File: config.mk
export PLATFORM = sky130hd
export DESIGN_NAME = tenure_arbiter_flat
export DESIGN_NICKNAME = d
export VERILOG_FILES = /design/src/rtl/tenure_arbiter_pkg.sv /design/src/rtl/tenure_arbiter_if.sv /design/src/rtl/tenure_arbiter_rr_pick.sv /design/src/rtl/tenure_arbiter.sv /design/src/flat_wrapper.sv
export SDC_FILE = /design/constraint.sdc
export NUM_CORES = 1
export LEC_CHECK = 0
export ABC_AREA = 1
export CAP_MARGIN = 10
export CORE_MARGIN = 8
export CORE_UTILIZATION = 36
export DETAILED_ROUTE_END_ITERATION = 7
export PLACE_DENSITY = 0.58
export SYNTH_ARGS = -nofsm -noshare
export SYNTH_HDL_FRONTEND = slang
export SYNTH_SLANG_ARGS = --single-unit
export TNS_END_PERCENT = 10
File: constraint.sdc
create_clock -name clk -period 5.1 [get_ports clk]
set_clock_uncertainty 0.05 [all_clocks]
set_input_delay 0.765 -clock clk [delete_from_list [all_inputs] [get_ports clk]]
set_output_delay 0.765 -clock clk [all_outputs]
set_load 0.005 [all_outputs]
File: src/rtl/tenure_arbiter_pkg.sv
// tenure_arbiter_pkg: shared types and defaults for the accumulator subsystem bus arbiter.
// Latency: n/a (declarations only).
// Backpressure: n/a (declarations only).
// Contents: FSM state encoding, default requester count and tenure limit,
//           and an index-width helper that stays legal for a single requester.
package tenure_arbiter_pkg;

  // Four processors share the memory bus; a tenure of 16 cycles bounds the
  // worst-case wait of any processor to a few hundred nanoseconds.
  localparam int N_REQ_DEF      = 4;
  localparam int MAX_TENURE_DEF = 16;

  // IDLE and TURNAROUND arbitrate identically; TURNAROUND exists so that the
  // mandatory dead cycle between two owners is visible as its own state.
  typedef enum logic [1:0] {
    IDLE       = 2'd0,
    GRANT      = 2'd1,
    TURNAROUND = 2'd2
  } state_t;

  // Width of a requester index; never zero so that a one-requester build
  // still has a legal owner port.
  function automatic int idx_w(input int n);
    return (n > 1) ? $clog2(n) : 1;
  endfunction

endpackage

File: src/rtl/tenure_arbiter_if.sv
// tenure_arbiter_if: request/grant bundle between the processors and the bus arbiter.
// Latency: n/a (wires only).
// Backpressure: none; req is level-held by each processor until it is granted.
// Signals: req (processors -> arbiter), grant / owner / bus_busy / preempt
//          (arbiter -> processors and the memory bus).
//          master = arbiter side, slave = processor / bus side.
interface tenure_arbiter_if import tenure_arbiter_pkg::*; #(
  parameter int N_REQ = N_REQ_DEF
);

  logic [N_REQ-1:0]        req;
  logic [N_REQ-1:0]        grant;
  logic [idx_w(N_REQ)-1:0] owner;
  logic                    bus_busy;
  logic                    preempt;

  // The arbiter owns every grant-side signal and only observes requests.
  modport master (
    input  req,
    output grant,
    output owner,
    output bus_busy,
    output preempt
  );

  // Processors drive requests and watch the grant state.
  modport slave (
    output req,
    input  grant,
    input  owner,
    input  bus_busy,
    input  preempt
  );

endinterface

File: src/rtl/tenure_arbiter_rr_pick.sv
// rr_pick: combinational round-robin winner search over the request vector.
// Latency: purely combinational, zero cycles.
// Backpressure: none; found=0 simply means nobody is requesting.
// Ports: req (request vector), last (most recent grantee),
//        winner (index of first set req after last, wrapping), found (any req set).
module rr_pick import tenure_arbiter_pkg::*; #(
  parameter int N_REQ = N_REQ_DEF
) (
  input  logic [N_REQ-1:0]        req,
  input  logic [idx_w(N_REQ)-1:0] last,
  output logic [idx_w(N_REQ)-1:0] winner,
  output logic                    found
);

  localparam int IW = idx_w(N_REQ);

  logic [IW-1:0] cand;

  // Walk last+1, last+2, ... last+N_REQ (mod N_REQ). The final step lands on
  // last itself, so the previous owner only wins when nobody else asks.
  always_comb begin
    winner = '0;
    found  = 1'b0;
    cand   = '0;
    for (int i = 1; i <= N_REQ; i++) begin
      cand = IW'((int'(last) + i) % N_REQ);
      if (!found && req[cand]) begin
        winner = cand;
        found  = 1'b1;
      end
    end
  end

endmodule

File: src/rtl/tenure_arbiter.sv
// tenure_arbiter: round-robin memory-bus arbiter with a bounded tenure and forced release.
// Latency: grant one cycle after a request is sampled; each handover has one dead cycle.
// Backpressure: none; requesters hold req until granted, a waiting peer revokes at MAX_TENURE.
// Ports: clk, reset (async, active high), bus (tenure_arbiter_if.master):
//        req in; grant (registered one-hot-or-zero), owner (valid while bus_busy),
//        bus_busy (= |grant), preempt (one-cycle pulse on a timeout revocation) out.
module tenure_arbiter import tenure_arbiter_pkg::*; #(
  parameter int N_REQ      = N_REQ_DEF,
  parameter int MAX_TENURE = MAX_TENURE_DEF
) (
  input  logic             clk,
  input  logic             reset,
  tenure_arbiter_if.master bus
);

  localparam int IW = idx_w(N_REQ);
  // Wide enough to hold MAX_TENURE itself; the counter saturates there and
  // restarts at 1, so it never wraps through zero.
  localparam int CW = $clog2(MAX_TENURE + 1);

  localparam logic [CW-1:0]    TENURE_LIMIT = CW'(MAX_TENURE);
  localparam logic [CW-1:0]    TENURE_ONE   = CW'(1);
  localparam logic [N_REQ-1:0] GRANT_ONE    = N_REQ'(1);
  localparam logic [IW-1:0]    LAST_RESET   = IW'(N_REQ - 1);

  state_t           state;
  logic [N_REQ-1:0] grant_q;
  logic [IW-1:0]    owner_q;
  logic [IW-1:0]    last_q;
  logic [CW-1:0]    tenure_q;
  logic             busy_q;
  logic             preempt_q;

  logic [IW-1:0]    pick_idx;
  logic             pick_found;
  logic             owner_req;
  logic             others_req;
  logic             tenure_full;

  rr_pick #(
    .N_REQ (N_REQ)
  ) u_rr_pick (
    .req    (bus.req),
    .last   (last_q),
    .winner (pick_idx),
    .found  (pick_found)
  );

  assign owner_req   = bus.req[owner_q];
  // grant_q is the owner's one-hot in GRANT, so masking it leaves the peers.
  assign others_req  = |(bus.req & ~grant_q);
  assign tenure_full = (tenure_q == TENURE_LIMIT);

  always_ff @(posedge clk or posedge reset) begin
    if (reset) begin
      state     <= IDLE;
      grant_q   <= '0;
      owner_q   <= '0;
      last_q    <= LAST_RESET;
      tenure_q  <= '0;
      busy_q    <= 1'b0;
      preempt_q <= 1'b0;
    end else begin
      preempt_q <= 1'b0;
      unique case (state)
        IDLE, TURNAROUND: begin
          if (pick_found) begin
            state    <= GRANT;
            grant_q  <= GRANT_ONE << pick_idx;
            owner_q  <= pick_idx;
            last_q   <= pick_idx;
            tenure_q <= TENURE_ONE;
            busy_q   <= 1'b1;
          end else begin
            state    <= IDLE;
            grant_q  <= '0;
            tenure_q <= '0;
            busy_q   <= 1'b0;
          end
        end

        GRANT: begin
          if (!owner_req) begin
            // Voluntary release wins over a coincident expiry: no preempt.
            state    <= TURNAROUND;
            grant_q  <= '0;
            tenure_q <= '0;
            busy_q   <= 1'b0;
          end else if (tenure_full) begin
            if (others_req) begin
              state     <= TURNAROUND;
              grant_q   <= '0;
              tenure_q  <= '0;
              busy_q    <= 1'b0;
              preempt_q <= 1'b1;
            end else begin
              // Nobody is waiting: keep the bus and start a fresh tenure.
              tenure_q <= TENURE_ONE;
            end
          end else begin
            tenure_q <= tenure_q + TENURE_ONE;
          end
        end

        default: begin
          state    <= IDLE;
          grant_q  <= '0;
          tenure_q <= '0;
          busy_q   <= 1'b0;
        end
      endcase
    end
  end

  assign bus.grant    = grant_q;
  assign bus.owner    = owner_q;
  assign bus.bus_busy = busy_q;
  assign bus.preempt  = preempt_q;

  // Structural invariants of the registered outputs.
  a_grant_onehot0 : assert property (@(posedge clk) disable iff (reset)
    $onehot0(grant_q));
  a_busy_matches  : assert property (@(posedge clk) disable iff (reset)
    busy_q == (|grant_q));
  a_preempt_idle  : assert property (@(posedge clk) disable iff (reset)
    preempt_q |-> (grant_q == '0));
  a_owner_matches : assert property (@(posedge clk) disable iff (reset)
    busy_q |-> grant_q[owner_q]);

endmodule

File: src/flat_wrapper.sv
// flat-port wrapper written by rule: the top's interface ports become plain ports
module tenure_arbiter_flat import tenure_arbiter_pkg::*;
#(
  parameter int N_REQ      = N_REQ_DEF,
  parameter int MAX_TENURE = MAX_TENURE_DEF
)
  (clk, reset, bus_req, bus_grant, bus_owner, bus_bus_busy, bus_preempt);
  tenure_arbiter_if #(.N_REQ(N_REQ)) bus_i ();
  input  logic clk;
  input  logic reset;
  input wire logic [$bits(bus_i.req)-1:0] bus_req;
  output wire logic [$bits(bus_i.grant)-1:0] bus_grant;
  output wire logic [$bits(bus_i.owner)-1:0] bus_owner;
  output wire logic [$bits(bus_i.bus_busy)-1:0] bus_bus_busy;
  output wire logic [$bits(bus_i.preempt)-1:0] bus_preempt;
  assign bus_i.req = bus_req;
  assign bus_grant = bus_i.grant;
  assign bus_owner = bus_i.owner;
  assign bus_bus_busy = bus_i.bus_busy;
  assign bus_preempt = bus_i.preempt;
  tenure_arbiter #(.N_REQ(N_REQ), .MAX_TENURE(MAX_TENURE)) u_core (.clk(clk), .reset(reset), .bus(bus_i));
endmodule
==> metrics.cfg <==
[placement]
io_buffers = 13
place_inst = 200
dp_hpwl_mm = 1.97
gp_congestion = 0.818
dpl_cell_area_sq_mm = 0.00129

[pwr]
ir_drop_mv = 0.281
p_per_area_mw_per_mm2 = 618
leakage_nw = 0.668

[synth]
ys_seq_area_frac = 0.375
synth_area_leaders = dfrtp_1 (33%), nand2_1 (12%), nand2_4 (6.9%)
syn_area_sq_mm = 0.00114
ys_types = 30
synth_cells = 146
synth_top_area_share = 0.329
synth_nets = 154
synth_top_area_cell = dfrtp_1
synth_seq_cells = 17
syn_area_per_cell_sq_um = 7.82
yosys_warnings = 0

[drt]
met2_length_mm = 1.14
top_layer_used = met4
drt_first_pass_iters = 4
wl_mm = 2.60
vias_per_cell = 4.75
drtAntennaViolNets = 0
drc = 0
wl_met1_mm = 1.31
wl_met3_microns = 136
num_vias = 969
wl_per_cell_microns = 12.7
drtIter0Drc = 43

[critical_path]
crit_chain = clkdlybuf4s50_1, inv_1, o22ai_1, o21ai_1, nand2_1, nor2_1, o21bai_2
worstSetupPathType = input pin to register
crit_buf_inv = 2
crit_family = compound AO/OA/AOI/OAI gates
cp.depth = 7
timing.critical_path.from_type = input pin
required_ns = 5.27
slowest_delay_ns = 0.51
reg2reg_depth = 11
crit_fanout = 7
r2r_slack_ns = 3.23
endpoint_kind = register
crit-reg2reg-capture = u_core.bus.owner[1]
r2r_start = u_core.last_q[0]
arrival_ns = 2.34
crit_start = bus_req[1]
worst_path_max_delay_cell = clkdlybuf4s50_1

[clock_network]
cts_hold_buf = 0
htree_levels = 1
insertion_delay_ns = 0.28
clockBufferDepth = 2
cts_setup_buffers = 0
cts-root-buf = clkbuf_4
cts_tree = done
cts-resized-gates = 0
clkTransAtPathRegs_ns = 0.10
cts.sinks = 17
cts_buffers = 3

[worst_hold_path]
hp-start = u_core.tenure_q[4]
holdPathEnd = u_core.tenure_q[4]
hold_path_class = register to register
whs_path_depth = 1

[finish]
final_cell_count_no_fill = 204
drive_above_1_share = 0.194
mostFrequentLayoutCells = nand2_1 (35), inv_1 (19), dfrtp_1 (15)
postLayoutCoreUtil = 0.435
fillCellCount = 324
postLayoutCellArea_sq_mm = 0.00132
nets = 169
final_common_cell = nand2_1
diodes = 0
syn2layout_area_growth_pct = 15.5

[floorplanning]
coreArea_sq_mm = 0.00303
rows = 20
die_w_microns = 72.3
die_h_microns = 72.3
start_util = 0.377
num_io_pins = 14
dieArea_sq_mm = 0.00523

[timing]
finalSetupViolations = 0
relSlewSlack = 0.573
period_minus_slack_ns = 2.17
rsz0062_at_grt = false
fin_tns_setup_ns = 0
period_share = 0.425
worstMarginPinSlew_ns = 0.640
slew_viol_final = 0
timing.fmax_ghz = 0.462
hold_viol = 0

[global_route]
groute.usage.overall = 0.104
grt_max_degree = 18
grt_pass1_vias = 956
grt_pass1_wl_mm = 4.44
antenna_found_initial = 0
grt.overflow.total = 0

[run_status]
status = completed

[flow_run]
maxCapViolations = 0

-- area by class of cell --
cell class,instances,area [sq um],share of cell area
multi-input cells,103,587,0.445
flip-flops and latches,17,428,0.325
repair buffers,13,130,0.0988
inverters,23,91.3,0.0693
well taps,44,55.1,0.0418
clock buffers,4,26.3,0.0199
-- through the flow --
stage               total power [mW]  hold slack (ns)  setup slack, ns
floorplan                      0.643            0.391             3.37
global placement               0.742            0.415             2.68
detailed placement             0.748            0.414             2.65
CTS                            0.824            0.435             2.95
global route                   0.896            0.448             2.76
finish                         0.815            0.435             2.93
-- flip-flops by register name (all words and copies together) (netlist names) --
| name | flops |
|---|---|
| u_core.bus.preempt | 1 |
| u_core.tenure_q | 5 |
| u_core.bus.grant | 4 |
| u_core.bus.bus_busy | 1 |
| u_core.state | 2 |
| u_core.last_q | 2 |
| u_core.bus.owner | 2 |
-- cells in the mapped netlist, drive strengths merged --
cell    count
nand3b      1
o21bai      1
buf         2
nand2      50
nand3      15
nand4       5
inv        23
a211oi      1
nor2       11
o211ai      1
xor2        1
ha          2
dfrtp      15
o21ai       9
dfstp       2
a21boi      1
nor4        1
a21oi       1
clkbuf      1
o22ai       2
and3        1
-- how the worst max path moves through the flow --
stage	endpoint	slack, ns
2_1_floorplan	u_core.bus.owner[1]	3.37
3_3_place_gp	u_core.bus.grant[2]	2.68
3_5_place_dp	u_core.bus.grant[2]	2.65
4_1_cts	u_core.bus.grant[2]	2.95
5_1_grt	u_core.bus.grant[2]	2.76
6_report	u_core.bus.grant[2]	2.93
-- cells by family (layout without fill, tap and decap cells) --
| logic type | Yosys count | in the layout | synth area share |
|---|---|---|---|
| buf+inv | 26 | 40 | 0.111 |
| fa+ha+maj | 2 | 2 | 0.0219 |
| simple gates | 84 | 84 | 0.390 |
| compound gates | 16 | 16 | 0.0943 |
| flops | 17 | 17 | 0.375 |
| xor+xnor | 1 | 1 | 0.00768 |
-- layer usage --
layer / track usage / up-vias
met5: 0 / -
met2: 0.160 / 16
met3: 0.0358 / 2
met1: 0.131 / 458
met4: 0.0363 / 0
li1: - / 493
-- power by group --
part / internal, mW / switching [mW] / leakage [nW] / total (mW)
sequential: 0.189 / 0.0449 / 0.216 / 0.233
clock: 0.0304 / 0.0416 / 0.0150 / 0.0720
combinational: 0.190 / 0.320 / 0.437 / 0.509
total: 0.409 / 0.406 / 0.668 / 0.815
Note: power is estimated with default switching activity, not from simulation.
